### src/rtl/calc_pkg.sv
// calc_pkg: shared types and constants for the calc_unit slice.
//   op_e    - request operation encoding (ADD, SUB, MUL, DIV)
//   state_e - calc_unit control states
//   OPW/RESW/SOPW/ITER - operand, result, short-operand widths and the
//                        iteration count of the MUL/DIV datapath
package calc_pkg;

  localparam int OPW  = 15;
  localparam int RESW = 16;
  localparam int SOPW = 7;
  localparam int ITER = 7;

  typedef enum logic [1:0] {
    OP_ADD = 2'd0,
    OP_SUB = 2'd1,
    OP_MUL = 2'd2,
    OP_DIV = 2'd3
  } op_e;

  typedef enum logic [1:0] {
    ST_IDLE = 2'd0,
    ST_EXEC = 2'd1,
    ST_DONE = 2'd2
  } state_e;

endpackage

### src/rtl/calc_iter.sv
// calc_iter: iterative 7x7 multiplier (shift-add) and 7/7 divider
// (restoring), one bit per cycle.
//   i_clk, i_rst_n - clock, async active-low reset
//   i_start        - load operands and begin ITER steps
//   i_op           - OP_MUL selects multiply, OP_DIV selects divide
//   i_a, i_b       - 7-bit operands (divisor assumed nonzero)
//   o_busy         - more than the current step still remains
//   o_result       - zero-extended product or quotient, held after the run
module calc_iter
  import calc_pkg::*;
(
  input  logic            i_clk,
  input  logic            i_rst_n,
  input  logic            i_start,
  input  op_e             i_op,
  input  logic [SOPW-1:0] i_a,
  input  logic [SOPW-1:0] i_b,
  output logic            o_busy,
  output logic [RESW-1:0] o_result
);

  logic                r_run;
  logic                r_div;
  logic [2:0]          r_cnt;
  logic [2*SOPW-1:0]   r_acc;
  logic [2*SOPW-1:0]   r_mcand;
  logic [SOPW-1:0]     r_mplier;
  logic [SOPW-1:0]     r_rem;
  logic [SOPW-1:0]     r_quo;
  logic [SOPW-1:0]     r_dvs;

  logic [SOPW:0]       w_trial;
  logic                w_ge;
  logic [SOPW-1:0]     w_rem_next;

  // Restoring step: shift the next dividend bit into the partial remainder
  // and subtract the divisor when it fits.
  assign w_trial    = {r_rem, r_quo[SOPW-1]};
  assign w_ge       = (w_trial >= {1'b0, r_dvs});
  assign w_rem_next = w_ge ? SOPW'(w_trial - {1'b0, r_dvs}) : w_trial[SOPW-1:0];

  // Busy drops during the last step so the controller leaves EXEC on the
  // same edge that completes the final bit.
  assign o_busy   = r_run && (r_cnt != 3'd0);
  assign o_result = r_div ? {{(RESW-SOPW){1'b0}}, r_quo}
                          : {{(RESW-2*SOPW){1'b0}}, r_acc};

  always_ff @(posedge i_clk or negedge i_rst_n) begin
    if (!i_rst_n) begin
      r_run    <= 1'b0;
      r_div    <= 1'b0;
      r_cnt    <= '0;
      r_acc    <= '0;
      r_mcand  <= '0;
      r_mplier <= '0;
      r_rem    <= '0;
      r_quo    <= '0;
      r_dvs    <= '0;
    end else if (i_start) begin
      r_run    <= 1'b1;
      r_div    <= (i_op == OP_DIV);
      r_cnt    <= 3'(ITER - 1);
      r_acc    <= '0;
      r_mcand  <= {{SOPW{1'b0}}, i_a};
      r_mplier <= i_b;
      r_rem    <= '0;
      r_quo    <= i_a;
      r_dvs    <= i_b;
    end else if (r_run) begin
      if (r_cnt == 3'd0) r_run <= 1'b0;
      else               r_cnt <= r_cnt - 3'd1;
      if (r_div) begin
        r_rem <= w_rem_next;
        r_quo <= {r_quo[SOPW-2:0], w_ge};
      end else begin
        if (r_mplier[0]) r_acc <= r_acc + r_mcand;
        r_mcand  <= r_mcand << 1;
        r_mplier <= r_mplier >> 1;
      end
    end
  end

endmodule

### src/rtl/calc_unit.sv
// calc_unit: ADD/SUB/MUL/DIV request-response unit.
//   i_clk, i_rst_n             - clock, async active-low reset
//   i_req_valid/o_req_ready    - request handshake
//   i_req_op, i_req_a, i_req_b - operation and 15-bit operands
//   o_rsp_valid/i_rsp_ready    - response handshake
//   o_rsp_result, o_rsp_err    - 16-bit result, divide-by-zero flag
//
// state   | meaning
// IDLE    | ready for a request
// EXEC    | calc_iter running a 7-step MUL/DIV
// DONE    | response presented, waiting for i_rsp_ready
module calc_unit
  import calc_pkg::*;
(
  input  logic            i_clk,
  input  logic            i_rst_n,
  input  logic            i_req_valid,
  output logic            o_req_ready,
  input  logic [1:0]      i_req_op,
  input  logic [OPW-1:0]  i_req_a,
  input  logic [OPW-1:0]  i_req_b,
  output logic            o_rsp_valid,
  input  logic            i_rsp_ready,
  output logic [RESW-1:0] o_rsp_result,
  output logic            o_rsp_err
);

  state_e          r_state;
  logic            r_req_ready;
  logic            r_rsp_valid;
  logic [RESW-1:0] r_result;
  logic            r_err;
  logic            r_sel_iter;

  op_e             w_op;
  logic            w_accept;
  logic            w_b_zero;
  logic            w_iter_op;
  logic            w_start;
  logic            w_iter_busy;
  logic [RESW-1:0] w_iter_result;

  assign w_op      = op_e'(i_req_op);
  assign w_accept  = (r_state == ST_IDLE) && i_req_valid;
  assign w_b_zero  = (i_req_b[SOPW-1:0] == '0);
  assign w_iter_op = (w_op == OP_MUL) || ((w_op == OP_DIV) && !w_b_zero);
  assign w_start   = w_accept && w_iter_op;

  calc_iter u_iter (
    .i_clk    (i_clk),
    .i_rst_n  (i_rst_n),
    .i_start  (w_start),
    .i_op     (w_op),
    .i_a      (i_req_a[SOPW-1:0]),
    .i_b      (i_req_b[SOPW-1:0]),
    .o_busy   (w_iter_busy),
    .o_result (w_iter_result)
  );

  // The iterative result is held in calc_iter's registers after the run,
  // so selecting it here stays stable for the whole DONE phase.
  assign o_req_ready  = r_req_ready;
  assign o_rsp_valid  = r_rsp_valid;
  assign o_rsp_err    = r_err;
  assign o_rsp_result = r_sel_iter ? w_iter_result : r_result;

  always_ff @(posedge i_clk or negedge i_rst_n) begin
    if (!i_rst_n) begin
      r_state     <= ST_IDLE;
      r_req_ready <= 1'b1;
      r_rsp_valid <= 1'b0;
      r_result    <= '0;
      r_err       <= 1'b0;
      r_sel_iter  <= 1'b0;
    end else begin
      case (r_state)
        ST_IDLE: begin
          if (w_accept) begin
            r_req_ready <= 1'b0;
            r_sel_iter  <= w_iter_op;
            r_err       <= (w_op == OP_DIV) && w_b_zero;
            case (w_op)
              OP_ADD:  r_result <= {1'b0, i_req_a} + {1'b0, i_req_b};
              OP_SUB:  r_result <= {1'b0, i_req_a} - {1'b0, i_req_b};
              default: r_result <= '1;
            endcase
            if (w_iter_op) begin
              r_state <= ST_EXEC;
            end else begin
              r_state     <= ST_DONE;
              r_rsp_valid <= 1'b1;
            end
          end
        end
        ST_EXEC: begin
          if (!w_iter_busy) begin
            r_state     <= ST_DONE;
            r_rsp_valid <= 1'b1;
          end
        end
        ST_DONE: begin
          if (i_rsp_ready) begin
            r_state     <= ST_IDLE;
            r_rsp_valid <= 1'b0;
            r_req_ready <= 1'b1;
          end
        end
        default: begin
          r_state     <= ST_IDLE;
          r_rsp_valid <= 1'b0;
          r_req_ready <= 1'b1;
        end
      endcase
    end
  end

endmodule

### config.mk
export PLATFORM = sky130hd
export DESIGN_NAME = calc_unit
export DESIGN_NICKNAME = d
export VERILOG_FILES = /design/src/rtl/calc_pkg.sv /design/src/rtl/calc_iter.sv /design/src/rtl/calc_unit.sv
export SDC_FILE = /design/constraint.sdc
export NUM_CORES = 1
export LEC_CHECK = 0
export CAP_MARGIN = 20
export CELL_PAD_IN_SITES_DETAIL_PLACEMENT = 0
export CELL_PAD_IN_SITES_GLOBAL_PLACEMENT = 1
export CORE_MARGIN = 2
export CORE_UTILIZATION = 40
export CTS_CLUSTER_SIZE = 30
export DETAILED_ROUTE_END_ITERATION = 12
export HOLD_SLACK_MARGIN = 0.12
export PLACE_DENSITY_LB_ADDON = 0.12
export SETUP_SLACK_MARGIN = 0.05
export SYNTH_ARGS = -nofsm -noshare
export SYNTH_HDL_FRONTEND = slang
export SYNTH_SLANG_ARGS = --single-unit
### constraint.sdc
create_clock -name i_clk -period 6.26 [get_ports i_clk]
set_input_delay 1.565 -clock i_clk [delete_from_list [all_inputs] [get_ports i_clk]]
set_output_delay 1.565 -clock i_clk [all_outputs]
set_load 0.005 [all_outputs]
# After elaboration in Yosys (flattened, before gate mapping)
# Index checks and enable logic that the tools add are counted.
# totals
out_inout_bits	19
ff_bits	83
elab_cells	95
# classes
n_lt_le_gt_ge	1
eq_ne	11
bitwise_logic	1
n_mux	39
add_sub_neg	5
reduce_logical	23
# op_table
op	n
$mux 14	8
$mux 7	10
$pmux 16 s2	1
$add 15x15->16	1
$mux 16	1
$sub 15x15->16	1
$add 14x14->14	1
$mux 1	9
$mux 3	3
$reduce_and 3->1	3
$ge 8x7->1	1
$mux 2	4
$ne 2x2->1 const B	4
$reduce_and 2->1	4
$logic_not 7->1	1
$sub 7x7->7	1
$eq 2x2->1 const B	3
$pmux 1 s3	2
$pmux 2 s3	1
$reduce_bool 2->1	3
$logic_and 1x1->1	5
$eq 2x1->1 const B	2
$logic_not 2->1	2
$ne 2x1->1 const B	2
7 further kinds	7

# Depth between registers and ports, before layout
# depth
word_depth	7
depth_mapped	12
depth_no_buf	12

# Hierarchy
# Synthesis repeated with hierarchy kept, for this count alone.
# unflattened
hier_cells	670
hier_area_um2	5870.6
# modules_own_cells
mod	area_per_inst_um2	cells_per_inst	instances
calc_iter	3623.5	399	1
calc_unit	2247.2	271	1

# Worst setup path after synthesis
# No wires, ideal clock.
# synth_path
path_type	input-to-reg
startpoint	input port i_req_b[2]
endpoint	register r_result[15]
path_slack_ns	2.382
n_path_buf	0
stages	11
arrival_ns	3.745
setup_ns	0.133
required_ns	6.127
path_cell_list	nor4_4 -> nor4b_4 -> a21oi_1 -> xnor2_1 -> ha_1 -> and4_1 -> nand2_1 -> a211oi_1 -> o21ai_0 -> a2111oi_2 -> nor3_1
# synth_via
elab_chain_len	2
# synth_lines
element	line	source
from (decl)	calc_unit.sv:21	input logic [OPW-1:0] i_req_b,
$sub 15x15->16 or $add 15x15->16 (tied branches)	calc_unit.sv:84, calc_unit.sv:83	
$pmux 16 s2 *	calc_unit.sv:82	case (w_op)
to (signal assigned)	calc_unit.sv:83	OP_ADD: r_result <= {1'b0, i_req_a} + {1'b0, i_req_b};
to (signal assigned)	calc_unit.sv:84	OP_SUB: r_result <= {1'b0, i_req_a} - {1'b0, i_req_b};
to (decl)	calc_unit.sv:31	logic [RESW-1:0] r_result;
# Mark *: on every way between the ends. The rest lies on a longest branch, timed or not.
# A chain may end at the register's enable or synchronous reset.

# Worst setup path in the final report
# layout_path
startpoint	input port i_req_op[1]
endpoint	register r_result[15]
# layout_via
elab_chain_len	2
# layout_lines
element	line	source
from (decl)	calc_unit.sv:19	input logic [1:0] i_req_op,
$eq 2x1->1 or $logic_not 2->1 (tied branches)	calc_unit.sv:82	
$pmux 16 s2 *	calc_unit.sv:82	
# Marked as above.

==> results by group <==
Critical path
  • Crit path arrival time: 4.82 ns
  • Cell mode on critical path: nor2b_1
  • Start-to-end type of the worst setup path: primary input to flip-flop
  • End of the critical path: r_result[15]$_DFFE_PN0P_
  • Number of cell instances on the worst register-to-register path: 6
  • Critical path's top delay family: simple AND/OR/NAND/NOR gates
  • CP Depth: 11
  • Combined buffer and inverter count along the critical path: 2
  • Critical path launch point type: primary input
  • CP max-delay cell: nor2b_1
  • FF-to-FF setup slack: 3.37 ns
  • R2R Path End: u_iter.r_acc[13]$_DFFE_PN0P_
  • Launch point of the worst path: i_req_op[1]
  • Kind of capture point of the worst setup path: flip-flop
  • Worst Path Max Fanout: 15
  • Launching point of the worst reg2reg path: u_iter.r_div$_DFFE_PN0P_
  • Req. time, crit path: 6.48 ns
  • List of cells traversed by the critical path: clkdlybuf4s50_1 > buf_4 > nor2b_1 > mux2i_1 > ha_1 > nor2b_1 > o31ai_1 > a211oi_1 > o21ai_0 > and4_1 > nor3_1
  • Delay of the slowest cell on the worst path: 0.62 ns

Pwr
  • Internal power summed over all cells: 1.83 mW
  • Leak: 2.90 nW
  • Power dissipated by switching net loads: 1.34 mW
  • Clock network fraction of design power: 15.4%
  • Switch share: 42.1%
  • Flop pwr share: 32.1%
  • Worst voltage drop across the vdd grid: 223 µV
  • Gate power share: 52.5%
  • Power per standard cell area: 480 mW/mm²

Hold path
  • Path category of the worst min-delay check: flip-flop to flip-flop

STA
  • Number of setup violations in the final report: 0
  • Time the worst path needs with I/O delays and setup: 4.59 ns
  • Maximum clock rate: 218 MHz
  • Transition time of the tightest slew-check pin: 0.964 ns
  • Worst relative slew slack: 35.7%
  • Setup repair after global routing missed its margin: false
  • Share of the clock period used by the worst path: 73.4%
  • Clk_skew: 0.00594 ns
  • Number of pins exceeding their max-slew limit in the final report: 0
  • PnR worst setup slack: 1.67 ns
  • Hold Violations, Final: 0
  • Setup total negative slack: 0 ns

Synthesis
  • Number of synthesized register bits: 83
  • Number of enable-type register cells in the synthesized netlist: 0
  • Async set-reset flop share out of synthesis: 100%
  • Number of instances in the synthesized netlist: 666
  • Share of the yosys chip area belonging to registers: 36.8%
  • Area of the mapped netlist: 0.00564 mm²
  • Synthesized-area fraction occupied by xor and xnor cells: 4.50%
  • Number of library cell types mapped by synthesis: 60
  • Proportion of synthesized area in mux cells: 3.77%
  • Avg Synthesized Cell Area: 8.47 µm²
  • Simple-gate portion of the synthesized area: 19.8%
  • Main combinational cell family by area after synthesis: compound AO/OA/AOI/OAI gates
  • Cell type with the largest total area after synthesis: dfrtp_1
  • Synth warnings: 0
  • Compound-Gate Fraction of Synth Area: 21.3%
  • Synth Flop Type: dfrtp_1
  • Syn Nets: 743
  • Dominant cell by count in the synthesized netlist: nand2_1
  • Cell types occupying the most area after synthesis: dfrtp_1 (36%), ha_1 (8.4%), nand2_1 (6.3%), a21oi_1 (5.9%), o21ai_0 (4.1%)
  • Yosys top cell area share: 36.4%
  • Ranking of synthesized cells by instance count: nand2_1 (94), dfrtp_1 (82), a21oi_1 (66), nor2_1 (51), o21ai_0 (46)
  • Adder and majority gate portion of the synthesized area: 9.49%

Clock network
  • Clock tree buffer depth: 2
  • Total CTS buffers: 9
  • CTS Root Cell: clkbuf_16
  • H-Tree Level Count: 3
  • Clock sinks: 83
  • Number of instances resized during post-cts repair: 0
  • Clock tree from TritonCTS: built
  • Hold Buf Count CTS: 0
  • Clk Latency, worst-skew pair: 0.35 ns
  • Worst-path clk slew: 0.06 ns
  • Post-CTS setup repair buffer count: 0

Placement
  • Worst setup slack after placement: 1.31 ns
  • Post-placement cell area: 0.00634 mm²
  • Count of buffers from port buffering: 54
  • Placer congestion estimate: 0.842
  • HPWL Detailed: 11.3 mm

GRT
  • Overall Global Routing Usage: 21.5%
  • Number of global-route vias before repair: 4,862
  • Antenna violations before repair: 0
  • Global-route wire length before repair: 24.9 mm
  • GRT Residual Overflow: 0
  • Pin count of the biggest net entering global routing: 75

Cells and area
  • Final Cell Area: 0.00660 mm²
  • Share of layout cells above drive strength 1: 4.20%
  • Synthesis-to-layout area growth: 16.9%
  • Utilization after layout: 47.7%
  • Final net count: 787
  • Antenna fix cells: 0

Drt
  • Number of DRC markers after the initial detailed-route iteration: 321
  • Post-detailed-routing wire length: 15.0 mm
  • Residual DRC count: 0
  • Average routed wire per standard cell: 16.8 µm
  • Via-to-Cell Ratio: 5.50
  • Vias: 4,916
  • Pre-antenna DRT Iters: 4
  • Remaining antenna violation count: 0

Outcome
  • Outcome: finished clean

Die
  • Core box area: 0.0138 mm²
  • Die area: 0.0151 mm²
  • Row Count: 43
  • # IOs: 55
  • Initial Util: 40.8%
  • Chip height: 123 µm
  • Die W: 123 µm

Job
  • Number of maximum-capacitance violations: 0
layout by cell type (no fill, tap or decap), types with 3 or more instances in the layout:
master and n:
nand2_1 94, dfrtp_1 82, a21oi_1 66, clkdlybuf4s50_1 53, nor2_1 51, o21ai_0 46
ha_1 38, inv_1 34, a31oi_1 21, mux2i_1 19, xnor2_1 18, nor3_1 17
o21ai_1 15, nor2b_1 13, a21o_1 12, xor2_1 11, nand3_1 11, clkbuf_16 9
a211oi_1 8, o21a_1 7, buf_4 7, nand2b_1 5, nor3b_1 5, nand3b_1 4
o31ai_1 4, and3_1 4, o211ai_1 4, nand4b_1 3, nor4b_1 3, and4_1 3
or3_1 3, a22oi_1 3, fa_1 3, clkinv_2 3
kinds of logic (layout without fill, tap and decap cells):
| logic type | Yosys count | in the layout |
|---|---|---|
| and+or+nand+nor | 230 | 230 |
| AOI/OAI and AO/OA | 201 | 201 |
| DFF | 83 | 83 |
| buffers and inverters | 61 | 109 |
| adders and majority gates | 41 | 41 |
| xor gates and xnor gates | 29 | 29 |
| muxes | 21 | 21 |
cell type report:
class,instances,area [µm²]
Sequential cell,83,2080
Tap cell,180,225
Multi-Input combinational cell,522,3320
Clock buffer,12,246
Clock inverter,3,15.0
Fill cell,1348,7230
Inverter,34,128
Timing Repair Buffer,60,583
worst reg2reg max path, stage by stage, from the launching register on:
cell	delay (ns)
dfrtp_1	0.64
and2b_1	0.65
nand2_1	0.56
nor4b_1	0.44
nor3_1	0.12
a311o_1	0.35
o21ai_1	0.07
worst min-delay path by stage:
stage | start | to | slack, ns | cells past startpoint
2_1_floorplan | r_result[1]$_DFFE_PN0P_ | r_result[1]$_DFFE_PN0P_ | 0.44 | 2
3_3_place_gp | r_result[1]$_DFFE_PN0P_ | r_result[1]$_DFFE_PN0P_ | 0.47 | 2
3_5_place_dp | r_result[1]$_DFFE_PN0P_ | r_result[1]$_DFFE_PN0P_ | 0.47 | 2
4_1_cts | r_result[1]$_DFFE_PN0P_ | r_result[1]$_DFFE_PN0P_ | 0.49 | 2
5_1_grt | r_result[1]$_DFFE_PN0P_ | r_result[1]$_DFFE_PN0P_ | 0.52 | 2
6_report | u_iter.r_dvs[0]$_DFFE_PN0P_ | u_iter.r_dvs[0]$_DFFE_PN0P_ | 0.48 | 2
through the flow:
step / std cells / hold slack, ns / power [mW]
after floorplan: 666 / 0.440 / 2.16
after global placement: 879 / 0.467 / 2.66
after detailed placement: 879 / 0.473 / 2.69
after CTS: 894 / 0.487 / 3.20
after global routing: 894 / 0.523 / 3.47
final: 894 / 0.484 / 3.17
routing by layer:
metal  track usage, %  vias to the layer above  wire length, µm
met2             32.2                      101             6650
li1                 -                     2461                -
met1             31.2                     2336             7530
met4             6.03                        0              223
met5                0                        -                0
met3             4.41                       18              586
registers in the layout (all words and copies together), names as in the netlist, 3 cells and up:
register         cells
r_result            16
u_iter.r_acc        14
u_iter.r_mcand      14
u_iter.r_dvs         7
u_iter.r_mplier      7
u_iter.r_quo         7
u_iter.r_rem         7
u_iter.r_cnt         3
power groups by stage:
stage / Sequential [mW] / Clock, mW / Combinational, mW
after floorplan: 0.918 / 0 / 1.24
after global placement: 1.01 / 0 / 1.65
after global routing: 1.06 / 0.527 / 1.89
final: 1.02 / 0.488 / 1.67
after CTS: 1.02 / 0.503 / 1.68
after detailed placement: 1.02 / 0 / 1.67
Note: power is estimated with default switching activity, not from simulation.
